## src/rtl/mem_line_master.sv

```systemverilog
// mem_line_master: single-line write-back buffer between a word-oriented
// processor port and a line-oriented slow memory.
//
// One 128-bit line is held with its tag, valid and dirty bits. Read and
// write hits are serviced in IDLE without stalling. A miss stalls the
// processor, writes the old line back if it is dirty, fetches the new
// line, and then lets the held request hit.
//
// Optional feature: define LINE_HIT_COUNT_EN to add a saturating 16-bit
// hit counter on output hit_count.
module mem_line_master (
   input  logic          clk,
   input  logic          rst,
   input  logic          proc_read,
   input  logic          proc_write,
   input  logic [29:0]   proc_addr,
   input  logic [31:0]   proc_wdata,
   output logic [31:0]   proc_rdata,
   output logic          proc_stall,
   output logic          mem_read,
   output logic          mem_write,
   output logic [27:0]   mem_addr,
   output logic [127:0]  mem_wdata,
   input  logic [127:0]  mem_rdata,
   input  logic          mem_ready
`ifdef LINE_HIT_COUNT_EN
   ,
   output logic [15:0]   hit_count
`endif
);

   typedef enum logic [1:0] {
      IDLE      = 2'd0,
      WRITEBACK = 2'd1,
      FETCH     = 2'd2
   } state_t;

   state_t         state_q;
   state_t         state_d;

   logic [127:0]   line_q;
   logic [27:0]    tag_q;
   logic           valid_q;
   logic           dirty_q;
   // Line address captured at the miss, so the memory side never sees a
   // combinational path from the processor inputs.
   logic [27:0]    fetch_addr_q;

   logic           req;
   logic           is_write;
   logic [27:0]    req_line;
   logic [1:0]     req_word;
   logic           in_idle;
   logic           hit;
   logic           idle_hit;
   logic           idle_miss;

   // Request decode; a combined read+write is handled as a write.
   always_comb begin
      req       = proc_read | proc_write;
      is_write  = proc_write;
      req_line  = proc_addr[29:2];
      req_word  = proc_addr[1:0];
      in_idle   = (state_q == IDLE);
      hit       = valid_q && (tag_q == req_line) && req;
      idle_hit  = in_idle && hit;
      idle_miss = in_idle && req && !hit;
   end

   // State register.
   always_ff @(posedge clk) begin
      // NOTE: sequential state always uses non-blocking assignment so every
      // register samples pre-edge values regardless of statement order.
      if (rst) begin
         state_q <= IDLE;
      end else begin
         state_q <= state_d;
      end
   end

   // Next-state logic.
   always_comb begin
      // NOTE: assigning a default first keeps every path driven, so no latch
      // is inferred when a case arm does not mention a signal.
      state_d = state_q;
      unique case (state_q)
         IDLE: begin
            if (idle_miss) begin
               state_d = (valid_q && dirty_q) ? WRITEBACK : FETCH;
            end
         end
         WRITEBACK: begin
            if (mem_ready) begin
               state_d = FETCH;
            end
         end
         FETCH: begin
            if (mem_ready) begin
               state_d = IDLE;
            end
         end
         default: state_d = IDLE;
      endcase
   end

   // Processor-side outputs: read data on an IDLE hit, stall otherwise.
   always_comb begin
      proc_rdata = '0;
      proc_stall = !in_idle || idle_miss;
      if (idle_hit) begin
         proc_rdata = line_q[{req_word, 5'd0} +: 32];
      end
   end

   // Memory-side outputs, decoded only from state and registers.
   always_comb begin
      mem_read  = 1'b0;
      mem_write = 1'b0;
      mem_addr  = '0;
      mem_wdata = '0;
      unique case (state_q)
         WRITEBACK: begin
            mem_write = 1'b1;
            mem_addr  = tag_q;
            mem_wdata = line_q;
         end
         FETCH: begin
            mem_read  = 1'b1;
            mem_addr  = fetch_addr_q;
         end
         default: ;
      endcase
   end

   // Line bookkeeping: tag, valid, dirty and the captured fetch address.
   always_ff @(posedge clk) begin
      if (rst) begin
         tag_q        <= '0;
         valid_q      <= 1'b0;
         dirty_q      <= 1'b0;
         fetch_addr_q <= '0;
      end else begin
         unique case (state_q)
            IDLE: begin
               if (idle_hit && is_write) begin
                  dirty_q <= 1'b1;
               end else if (idle_miss) begin
                  fetch_addr_q <= req_line;
               end
            end
            WRITEBACK: begin
               if (mem_ready) begin
                  dirty_q <= 1'b0;
               end
            end
            FETCH: begin
               if (mem_ready) begin
                  tag_q   <= fetch_addr_q;
                  valid_q <= 1'b1;
               end
            end
            default: ;
         endcase
      end
   end

   // Line data: word update on a write hit, full refill at fetch completion.
   always_ff @(posedge clk) begin
      // NOTE: the data storage has no reset; valid_q marks it meaningless
      // until the first fetch, so clearing it would only cost reset fan-out.
      if (!rst) begin
         if (idle_hit && is_write) begin
            line_q[{req_word, 5'd0} +: 32] <= proc_wdata;
         end else if ((state_q == FETCH) && mem_ready) begin
            line_q <= mem_rdata;
         end
      end
   end

`ifdef LINE_HIT_COUNT_EN
   // Saturating count of non-stalled hit cycles.
   always_ff @(posedge clk) begin
      if (rst) begin
         hit_count <= '0;
      end else if (idle_hit && (hit_count != 16'hFFFF)) begin
         hit_count <= hit_count + 16'd1;
      end
   end
`endif

endmodule

```

## config.mk

```make
export PLATFORM = sky130hd
export DESIGN_NAME = mem_line_master
export DESIGN_NICKNAME = d
export VERILOG_FILES = /design/src/rtl/mem_line_master.sv
export SDC_FILE = /design/constraint.sdc
export NUM_CORES = 1
export LEC_CHECK = 0
export CELL_PAD_IN_SITES_DETAIL_PLACEMENT = 2
export CELL_PAD_IN_SITES_GLOBAL_PLACEMENT = 2
export CORE_MARGIN = 2
export CORE_UTILIZATION = 28
export CTS_CLUSTER_SIZE = 30
export DETAILED_ROUTE_END_ITERATION = 8
export PLACE_DENSITY_LB_ADDON = 0.1
export SLEW_MARGIN = 20
export SYNTH_ARGS = -nofsm -noshare
export SYNTH_HDL_FRONTEND = slang
export SYNTH_SLANG_ARGS = --single-unit
```

## constraint.sdc

```tcl
create_clock -name clk -period 11.9 [get_ports clk]
set_input_delay 1.19 -clock clk [delete_from_list [all_inputs] [get_ports clk]]
set_output_delay 1.19 -clock clk [all_outputs]
set_load 0.005 [all_outputs]
```

## Word level (Yosys, flattened, before mapping)

Cells that the tools add are included.

| operators by class | value |
|---|---|
| add/sub/neg operators | 1 |
| equal/unequal tests | 7 |
| shift operators | 3 |
| multiplexer cells | 16 |
| bitwise operators | 3 |
| reductions and logical operators | 19 |

Operator list:

| kind | number |
|---|---|
| 2-to-1 mux 128 bit | 3 |
| bitwise mux 128 bit | 1 |
| variable shift 32 x 9 -> 128 bit, first input constant | 1 |
| variable part select 128 x 8 -> 32 bit | 1 |
| variable part select 32 x 9 -> 128 bit | 1 |
| one-hot mux 28 bit (2 select lines) | 1 |
| 2-to-1 mux 32 bit | 1 |
| equality test 28 bit | 1 |
| negation 7 -> 9 bit | 1 |
| AND reduction 3 bit | 3 |
| logical AND 1 bit | 8 |
| 2-to-1 mux 2 bit | 4 |
| one-hot mux 2 bit (3 select lines) | 1 |
| 2-to-1 mux 1 bit | 4 |
| inequality test 2 x 1 -> 1 bit, second input constant | 2 |
| inequality test 2 bit, second input constant | 2 |
| AND reduction 2 bit | 2 |
| nonzero test 2 bit | 2 |
| equality test 2 x 1 -> 1 bit, second input constant | 1 |
| equality test 2 bit, second input constant | 1 |
| zero test 1 bit | 2 |
| zero test 2 bit | 1 |
| NOT 1 bit | 2 |
| one-hot mux 1 bit (2 select lines) | 1 |
| other kinds (2) | 2 |

| word-level totals | value |
|---|---|
| register bits after elaboration | 188 |
| input bits | 195 |

## Depth between registers and ports, before layout

Gate-level depths: netlist (run 1).

| logic depth | value |
|---|---|
| depth after elaboration | 7 |
| mapped depth | 10 |
| depth with buffers taken out | 7 |

## Worst setup path before layout (run 1)

No wires, ideal clock.

| timing | value |
|---|---|
| path kind | input port to flip-flop |
| from | input port proc_addr[4] |
| to | register line_q[64], enable pin |
| setup time | 0.421 ns |
| data arrival time | 4.270 ns |
| required time | 11.479 ns |
| path slack | 7.209 ns |
| cell stages on the path | 8 |
| path buffers | 2 |
| path through | xor2_1 or4_4 nor4_4 nand4_4 buf_6 buf_2 mux2i_1 nor2_1 |

| between the ends | value |
|---|---|
| longest elaborated chain between the ends | 7 |

RTL lines:

| element | line | source |
|---|---|---|
| from (decl) | 16 | `input logic [29:0] proc_addr,` |
| equality test 28 bit | 65 | `hit = valid_q && (tag_q == req_line) && req;` |
| logical AND 1 bit (2 in series) | 65 |  |
| logical AND 1 bit | 66 | `idle_hit = in_idle && hit;` |
| logical AND 1 bit | 172 | `if (idle_hit && is_write) begin` |
| nonzero test 2 bit (no line) | -- |  |
| AND reduction 2 bit (no line) | -- |  |
| to (signal, indexed assignment) | 173 | `line_q[{req_word, 5'd0} +: 32] <= proc_wdata;` |
| to (signal assigned) | 175 | `line_q <= mem_rdata;` |
| to (decl) | 41 | `logic [127:0] line_q;` |

Every way passes these cells.
A chain may end at the register's enable or synchronous reset.

## Worst setup path after layout (run 1)

| timing | value |
|---|---|
| from | input port proc_addr[14] |
| to | output port proc_rdata[11] |

| between the ends | value |
|---|---|
| longest elaborated chain between the ends | 5 |

RTL lines:

| element | line | source |
|---|---|---|
| equality test 28 bit | 65 |  |
| logical AND 1 bit (2 in series) | 65 |  |
| logical AND 1 bit | 66 |  |
| 2-to-1 mux 32 bit | 110 | `if (idle_hit) begin` |
| to (decl) | 18 | `output logic [31:0] proc_rdata,` |

Every way passes these cells.

==> impl_metrics.json, run 1 <==
{
  "outcome": "finished clean",
  "cp_slowest_cell": "nand4_1",
  "slew_viol_final": 0,
  "ys_seq_area_share_pct": 47.6,
  "critPathMaxFanout": 20,
  "grt_usage_pct": 22.5,
  "met1_usage_pct": 27.0,
  "timing.setup.tns_ps": 0,
  "p_leak_nw": 5.37,
  "reg2reg_depth": 7,
  "postCtsSetupRepairBufs": 0,
  "power_per_cell_area_mw_per_mm2": 101,
  "syn_nets": 1350,
  "grt-busiest-layer": "met2",
  "end_kind": "output port",
  "yosys-top-cells-count": "nand2_1, and2_1, edfxtp_1, o21ai_1, clkbuf_1",
  "io_pins": 386,
  "synth_edf_count": 128,
  "start_util_pct": 28.3,
  "rows": 71,
  "synth_cell_type_count": 38,
  "die_h_um": 199,
  "cpPeakStageDelay_ps": 1030,
  "drtIter0Drc": 378,
  "hold_buffers": 0,
  "ff2ff_setup_slack_ps": 8290,
  "relSlewSlack_pct": 28.1,
  "rsz0062_at_grt": "false",
  "path_class": "in -> out",
  "worstMarginPinSlew_ps": 1070,
  "finClkSkew_ps": 8.95,
  "cts-resized-gates": 0,
  "finalHoldViolCount": 0,
  "synth.most_common_cell": "nand2_1",
  "syn_avg_cell_area_um2": 9.23,
  "syn_inst": 1148,
  "holdPathStages": 2,
  "antenna_found_initial": 9,
  "drc": 0,
  "drtPass1Iterations": 4,
  "core-area_mm2": 0.0375,
  "clk_path_buf_depth": 2,
  "fin_crit_sh_pct": 53.4,
  "synth.largest_area_cell": "edfxtp_1",
  "clock-sinks": 188,
  "r2r-start": "tag_q[12]",
  "cap_violations": 0,
  "drt-wirelength-per-cell_um": 22.1,
  "synthArstFlopShare_pct": 0,
  "timing.critical_path.cells": "clkdlybuf4s50_1, xnor2_1, nand4_1, nor4_2, nand4_1, buf_4, nor2b_1, clkdlybuf4s50_1",
  "use_met3_pct": 6.32,
  "min_to": "tag_q[2]",
  "clock.fmax_ghz": 0.157,
  "utilization_pct": 41.5,
  "setup_viol_count_final": 0,
  "yosys_most_used_dff": "edfxtp_1",
  "ys_ff_latch": 188,
  "clock-root-buffer": "clkbuf_16",
  "pre_cts_ws_ps": 5350,
  "crit_path_start_kind": "input pin",
  "syn2layout_area_growth_pct": 46.8,
  "overflow": 0,
  "num_vias": 9696,
  "dpl.hpwl_um": 30400,
  "cts_buffers": 17,
  "port_buffers": 385,
  "synth_top_area_share_pct": 36.3,
  "htree_num_levels": 4,
  "p_total_mw": 1.57,
  "die_width_um": 199,
  "ir_drop_v": 0.0000891,
  "die-area_mm2": 0.0394,
  "cts_tree": "yes",
  "nNetsFinal": 1678,
  "clock_latency_ps": 460,
  "crit_arrival_ps": 5170,
  "wirelength_um": 44400,
  "grt_pass1_vias": 10619,
  "yosys_warnings": 0,
  "clk_pin_slew_ps": 80,
  "routed_via_density": 4.83,
  "r2r-end": "state_q[0]",
  "grt.met2_usage_pct": 39.5,
  "fill_cells": 4119,
  "fin_ws_ps": 5540,
  "drive_above_1_share_pct": 6.78,
  "grt_max_degree": 263,
  "hold_path_startpoint": "fetch_addr_q[2]",
  "yosys-top-cells-area": "edfxtp_1, dfxtp_1, nand2_1",
  "period_needed_ps": 6360,
  "synthesis.area_mm2": 0.0106,
  "place.gp.congestion": 0.778,
  "hold_class": "reg -> reg",
  "grt_pass1_wl_um": 65300,
  "antenna_left": 0,
  "crit_required_ps": 10710
}
-- cells by family (layout without fill, tap and decap cells) --
family                     Yosys count  in the layout  share of synthesized area [%]
and+or+nand+nor                    567            567                           25.6
AOI/OAI and AO/OA                  194            194                           10.0
DFF                                188            188                           47.6
buffers and inverters               99            440                           3.74
muxes                               65             65                           9.92
xor gates and xnor gates            28             28                           2.31
adders and majority gates            7              7                          0.827
other                                0              6                              0
-- cell usage in the layout (no fill, tap or decap), drive strengths merged --
cell type	count
nor4	3
mux4	32
or4	1
nor4b	1
clkbuf	19
nor2	40
clkinv	5
dfxtp	60
nand4	8
clkdlybuf4s50	382
nor4bb	1
a21o	1
a21oi	32
nand4b	2
nor3b	1
nor3	1
ha	7
nand3	2
buf	20
o21ai	130
a2111oi	1
mux2i	33
and3	1
and2	130
edfxtp	128
inv	14
nand2	315
o31ai	1
xor2	3
nor2b	61
a211o	1
xnor2	25
diode	6
a22oi	28
-- stage by stage --
step / std cells / cell area, µm² / hold WS (ps)
after detailed placement: 1967 / 14900 / 467
after global routing: 2006 / 15600 / 499
after floorplan: 1148 / 10600 / 445
after CTS: 1999 / 15500 / 474
after global placement: 1967 / 14900 / 456
final: 2006 / 15600 / 470
-- layer usage --
metal,share of wire (%),wire (µm)
met5,0.095,42
met4,1.4,600
met3,5.9,2600
met2,51,22700
met1,41,18400
-- worst max-delay path by stage --
stage	to	slack (ps)	start	cells past startpoint
2_1_floorplan	line_q[64]	7210	proc_addr[4]	8
3_3_place_gp	proc_rdata[16]	5420	proc_addr[14]	8
3_5_place_dp	proc_rdata[11]	5350	proc_addr[14]	8
4_1_cts	proc_rdata[16]	5320	proc_addr[14]	8
5_1_grt	proc_rdata[18]	5200	proc_addr[14]	8
6_report	proc_rdata[11]	5540	proc_addr[14]	8
-- critical path: cells and delay by family --
| family | cells | cell delay [ps] |
|---|---|---|
| and+or+nand+nor | 4 | 2130 |
| xor gates and xnor gates | 1 | 320 |
| buffers and inverters | 3 | 1520 |
-- where the power goes --
group / internal, mW / switching (mW)
clock: 0.302 / 0.296
sequential: 0.726 / 0.0164
combinational: 0.119 / 0.113
-- cell type report --
type / instances / area [µm²] / area share, %
Antenna cell: 6 / 15.0 / 0.0965
Clock buffer: 19 / 475 / 3.06
Multi-Input combinational cell: 861 / 5240 / 33.7
Sequential cell: 188 / 5040 / 32.4
Tap cell: 511 / 639 / 4.11
Clock inverter: 13 / 119 / 0.764
Inverter: 6 / 22.5 / 0.145
Timing Repair Buffer: 402 / 4000 / 25.7
-- flip-flops by register name, summed over array words and instances, names as in the netlist --
register / count
dirty_q: 1
tag_q: 28
state_q: 2
valid_q: 1
fetch_addr_q: 28
line_q: 128
(Power assumes the default switching activity.)
==> run 2, diff against run 1 <==
CORE_UTILIZATION = 24   (was 28)
clock period = 5.6 ns   (was 11.9 ns; I/O delays follow)
==> run 2 against run 1 <==
Against the previous run:
- cell area is 0.35% higher
- total power increased by 110%
- die area rose by 16%
- routed wire length is 6.2% higher
- combinational power increased by 110%
- utilization decreased by 5.5 points
- final cell count up 3.8%
- worst setup slack lost 4000 ps
- sequential power up 110%
- first-iteration DRC count rose by 6.6%
- critical path depth unchanged
- highest routed layer unchanged
==> impl_metrics.json, run 2 (synthesized netlist as in run 1, its figures left out) <==
{
  "outcome": "finished clean",
  "pwr-share-comb_pct": 15.0,
  "r2r-start": "tag_q[1]",
  "setup_viol_count_final": 0,
  "crit_arrival_ps": 3470,
  "relSlewSlack_pct": 36.0,
  "rows": 76,
  "cts_tree": "yes",
  "grt_pass1_vias": 10584,
  "drtPass1Iterations": 4,
  "routed_via_density": 4.64,
  "crit_path_start_kind": "input pin",
  "cts-resized-gates": 0,
  "io_pins": 386,
  "place.gp.congestion": 0.762,
  "finalHoldViolCount": 0,
  "die-area_mm2": 0.0458,
  "seq_power_share_pct": 48.0,
  "crit_required_ps": 5040,
  "htree_num_levels": 4,
  "drive_above_1_share_pct": 6.96,
  "die_h_um": 214,
  "fin_crit_sh_pct": 71.9,
  "hold_buffers": 0,
  "hold_class": "reg -> reg",
  "slew_viol_final": 0,
  "critPathMaxFanout": 16,
  "syn2layout_area_growth_pct": 47.3,
  "dpl.hpwl_um": 33900,
  "placed_area_mm2": 0.0150,
  "wirelength_um": 47100,
  "postCtsSetupRepairBufs": 0,
  "rsz0062_at_grt": "false",
  "drtIter0Drc": 403,
  "holdPathStages": 2,
  "period_needed_ps": 4030,
  "clkPwrFrac_pct": 37.0,
  "fill_cells": 4781,
  "antenna_left": 0,
  "grt_pass1_wl_um": 69400,
  "cap_violations": 0,
  "antenna_found_initial": 9,
  "p_int_mw": 2.43,
  "final_common_cell": "clkdlybuf4s50_1",
  "drc": 0,
  "die_width_um": 214,
  "core-area_mm2": 0.0434,
  "grt_usage_pct": 20.5,
  "end_kind": "output port",
  "drt-wirelength-per-cell_um": 22.6,
  "r2r-end": "line_q[37]",
  "clock-sinks": 188,
  "final_cell_mix": "clkdlybuf4s50_1, nand2_1, and2_1, edfxtp_1, o21ai_1",
  "hold_path_startpoint": "fetch_addr_q[4]",
  "min_to": "tag_q[4]",
  "ff2ff_setup_slack_ps": 2210,
  "power_per_cell_area_mw_per_mm2": 211,
  "start_util_pct": 24.4,
  "clk_pin_slew_ps": 70,
  "largest_reg_flops": 128,
  "worstMarginPinSlew_ps": 960,
  "clock-root-buffer": "clkbuf_16",
  "reg2reg_depth": 7,
  "finClkSkew_ps": 10.2,
  "clock.fmax_ghz": 0.248,
  "timing.setup.tns_ps": 0,
  "p_sw_share_pct": 26.0,
  "top_regs": "line_q (128), fetch_addr_q (28), tag_q (28)",
  "grt_max_degree": 101,
  "port_buffers": 385,
  "clk_path_buf_depth": 2,
  "clock_latency_ps": 470,
  "final_cell_area_mm2": 0.0156,
  "regMostFlops": "line_q",
  "num_vias": 9675,
  "nNetsFinal": 1683,
  "ir_drop_v": 0.000162,
  "overflow": 0,
  "p_switching_mw": 0.856,
  "p_leak_nw": 5.37,
  "cts_buffers": 17,
  "path_class": "in -> out"
}
==> run 2: changes by cell type in the layout (fill, tap and decap cells not counted), moves of 3 or more <==
| cell | previous run | this run |
|---|---|---|
| inv_6 | 6 | 1 |
| clkinv_2 | 0 | 4 |
| clkinv_4 | 5 | 0 |
| buf_4 | 15 | 22 |
| inv_4 | 0 | 3 |
==> run 2: metal layers <==
metal / GRT usage [%] / routed length [µm] / part of all wire [%]
met5: 0 / 88 / 0.19
met4: 5.00 / 763 / 1.6
met3: 6.65 / 3040 / 6.4
met2: 35.7 / 23400 / 50
met1: 24.3 / 19900 / 42
==> run 2: worst max-delay path: stages <==
cell,delay [ps]
clkdlybuf4s50_1,470
xnor2_1,340
nand4_1,190
nor4_2,650
nand4_1,250
buf_4,290
nor2b_1,170
clkdlybuf4s50_1,520
==> run 2: per-stage QoR <==
step           total power [mW]  worst slack (ps)  cells  util, %  hold WS, ps
6_report                   3.29              1570   2083     36.0          476
2_1_floorplan              1.83              1540   1148        -          445
3_3_place_gp               2.10              1560   2047     34.7          454
4_1_cts                    3.34              1540   2079     36.0          479
5_1_grt                    3.44              1430   2080     36.0          505
3_5_place_dp               2.11              1480   2047     34.7          467
==> run 2: how the worst max path moves through the flow <==
stage	end	from	cells after the start	slack, ps
final	proc_rdata[19]	proc_addr[3]	8	1570
after global routing	proc_rdata[17]	proc_addr[3]	8	1430
after CTS	proc_rdata[19]	proc_addr[3]	8	1540
after detailed placement	line_q[46]	proc_addr[3]	8	1480
after global placement	line_q[41]	proc_addr[3]	8	1560
after floorplan	line_q[64]	proc_addr[4]	8	1540
==> run 2: area by class of cell <==
| cell class | count | area, µm² | share of cell area, % |
|---|---|---|---|
| flip-flops and latches | 188 | 5040 | 32.3 |
| inverters | 6 | 22.5 | 0.144 |
| well taps | 585 | 732 | 4.69 |
| multi-input cells | 861 | 5240 | 33.5 |
| clock inverters | 9 | 55.1 | 0.353 |
| repair buffers | 407 | 4000 | 25.7 |
| clock buffers | 23 | 503 | 3.22 |
| diodes | 4 | 10.0 | 0.0641 |
==> run 2: power by group through the flow <==
stage                     logic, mW  registers [mW]  clock network, mW
after floorplan               0.231            1.60                  0
after global placement        0.496            1.61                  0
after detailed placement      0.502            1.61                  0
after CTS                     0.505            1.58               1.26
after global routing          0.540            1.59               1.31
final                         0.493            1.58               1.21
==> run 3, diff against run 2 <==
CORE_UTILIZATION = 26   (was 24)
clock period = 4 ns   (was 5.6 ns; I/O delays follow)
==> run 3 against run 2 <==
Against the previous run:
- critical path depth did not move
- clock power rose by 67%
- critical path type unchanged
- non-clock buffer count rose by 8
- total power rose by 50%
- count of clock-buffer cells in the layout fell by 5
- die area fell by 7.6%
- final cell count fell by 2.4%
- cell area rose by 0.91%
- hold slack got worse by 22 ps
==> impl_metrics.json, run 3 (synthesized netlist as in run 1, its figures left out) <==
{
  "outcome": "finished clean",
  "p_sw_share_pct": 24.9,
  "top_regs": "line_q (128), fetch_addr_q (28), tag_q (28)",
  "timing.setup.tns_ps": 0,
  "grt_pass1_vias": 10749,
  "setup_viol_count_final": 0,
  "place.gp.congestion": 0.778,
  "fin_crit_sh_pct": 85.5,
  "p_int_mw": 3.70,
  "syn2layout_area_growth_pct": 48.6,
  "crit_arrival_ps": 3020,
  "clock-sinks": 188,
  "relSlewSlack_pct": 40.9,
  "drc": 0,
  "crit_required_ps": 3600,
  "antenna_left": 0,
  "reg2reg_depth": 7,
  "die_width_um": 206,
  "r2r-end": "line_q[15]",
  "clk_path_buf_depth": 2,
  "largest_reg_flops": 128,
  "postCtsSetupRepairBufs": 0,
  "num_vias": 9682,
  "cts-resized-gates": 0,
  "hold_buffers": 0,
  "drtIter0Drc": 412,
  "seq_power_share_pct": 44.8,
  "critPathMaxFanout": 20,
  "ir_drop_v": 0.000195,
  "cts_buffers": 17,
  "path_class": "in -> out",
  "drive_above_1_share_pct": 7.39,
  "hold_class": "in -> reg",
  "clkPwrFrac_pct": 40.9,
  "port_buffers": 385,
  "crit_start": "proc_addr[14]",
  "finalHoldViolCount": 0,
  "ff2ff_setup_slack_ps": 1110,
  "die_h_um": 206,
  "multi_input_area_mm2": 0.00524,
  "start_util_pct": 26.5,
  "period_needed_ps": 3420,
  "slew_viol_final": 0,
  "die-area_mm2": 0.0424,
  "layout.area.seq_mm2": 0.00504,
  "pwr-share-comb_pct": 14.2,
  "dp.cells": 1995,
  "final_cell_mix": "clkdlybuf4s50_1, nand2_1, and2_1, edfxtp_1, o21ai_1",
  "crit_path_start_kind": "input pin",
  "clock_latency_ps": 460,
  "p_total_mw": 4.92,
  "worstSetupEndpoint": "proc_rdata[0]",
  "power_per_cell_area_mw_per_mm2": 313,
  "drt-wirelength-per-cell_um": 22.7,
  "fill_cells": 4332,
  "clock.fmax_ghz": 0.292,
  "wirelength_um": 46200,
  "nNetsFinal": 1691,
  "cap_violations": 0,
  "core-area_mm2": 0.0400,
  "p_leak_nw": 5.45,
  "antenna_found_initial": 9,
  "grt_max_degree": 167,
  "htree_num_levels": 4,
  "rows": 73,
  "routed_via_density": 4.76,
  "drtPass1Iterations": 4,
  "finClkSkew_ps": 17.9,
  "overflow": 0,
  "dpl.hpwl_um": 32700,
  "clock-root-buffer": "clkbuf_16",
  "worstMarginPinSlew_ps": 887,
  "layout.cells.non_filler": 2034,
  "clk_pin_slew_ps": 70,
  "hold_slack_ps": 454,
  "cts_tree": "yes",
  "final_common_cell": "clkdlybuf4s50_1",
  "grt_usage_pct": 21.8,
  "io_pins": 386,
  "end_kind": "output port",
  "rsz0062_at_grt": "false",
  "r2r-start": "tag_q[2]",
  "grt_pass1_wl_um": 67400,
  "regMostFlops": "line_q",
  "p_switching_mw": 1.23
}
## run 3: changes by cell type in the layout (fill, tap and decap cells not counted), moves of 2 or more
cell        change
inv_6           +2
buf_12          +3
bufinv_16       +6
clkbuf_16       -2
inv_4           -3
clkbuf_2        -2
buf_4           +6
clkinv_2        -4
diode_2         +3
clkinvlp_4      +2
## run 3: area by class of cell
type,instances,area share (%)
Clock inverter,14,1.51
Tap cell,525,4.17
Antenna cell,7,0.111
Multi-Input combinational cell,861,33.2
Sequential cell,188,32.0
Inverter,6,0.143
Timing Repair Buffer,415,26.1
Clock buffer,18,2.73
## run 3: worst min path at each step
stage,start,end,slack (ps),cells past startpoint
floorplan,fetch_addr_q[0],tag_q[0],440,2
global placement,fetch_addr_q[0],tag_q[0],450,2
detailed placement,fetch_addr_q[7],tag_q[7],470,2
CTS,rst,fetch_addr_q[3],430,2
global route,rst,fetch_addr_q[3],460,2
finish,rst,fetch_addr_q[11],450,2
## run 3: per-stage QoR
step / setup WS, ps / util, % / cell area [µm²]
2_1_floorplan: 99.0 / - / 10600
3_3_place_gp: 482 / 37.7 / 15100
3_5_place_dp: 493 / 37.7 / 15100
4_1_cts: 463 / 39.3 / 15700
5_1_grt: 414 / 39.3 / 15700
6_report: 581 / 39.4 / 15700
## run 3: worst max-delay path: stages
cell and delay, ps:
clkdlybuf4s50_1 470, xnor2_1 290, nand4_1 190, nor4_2 350
nand4_1 180, buf_4 290, nor2b_1 280, clkdlybuf4s50_1 560
## run 3: routing by layer
layer / wire (µm) / GRT usage, %
met1: 19800 / 26.7
met2: 22900 / 37.4
met4: 631 / 5.89
met5: 50 / 0
met3: 2900 / 6.09
## run 3: power groups by stage
stage	sequential (mW)	combinational [mW]	clock, mW
after floorplan	2.24	0.323	0
after global placement	2.25	0.701	0
after detailed placement	2.25	0.711	0
after CTS	2.21	0.715	2.07
after global routing	2.22	0.764	2.15
final	2.21	0.700	2.02
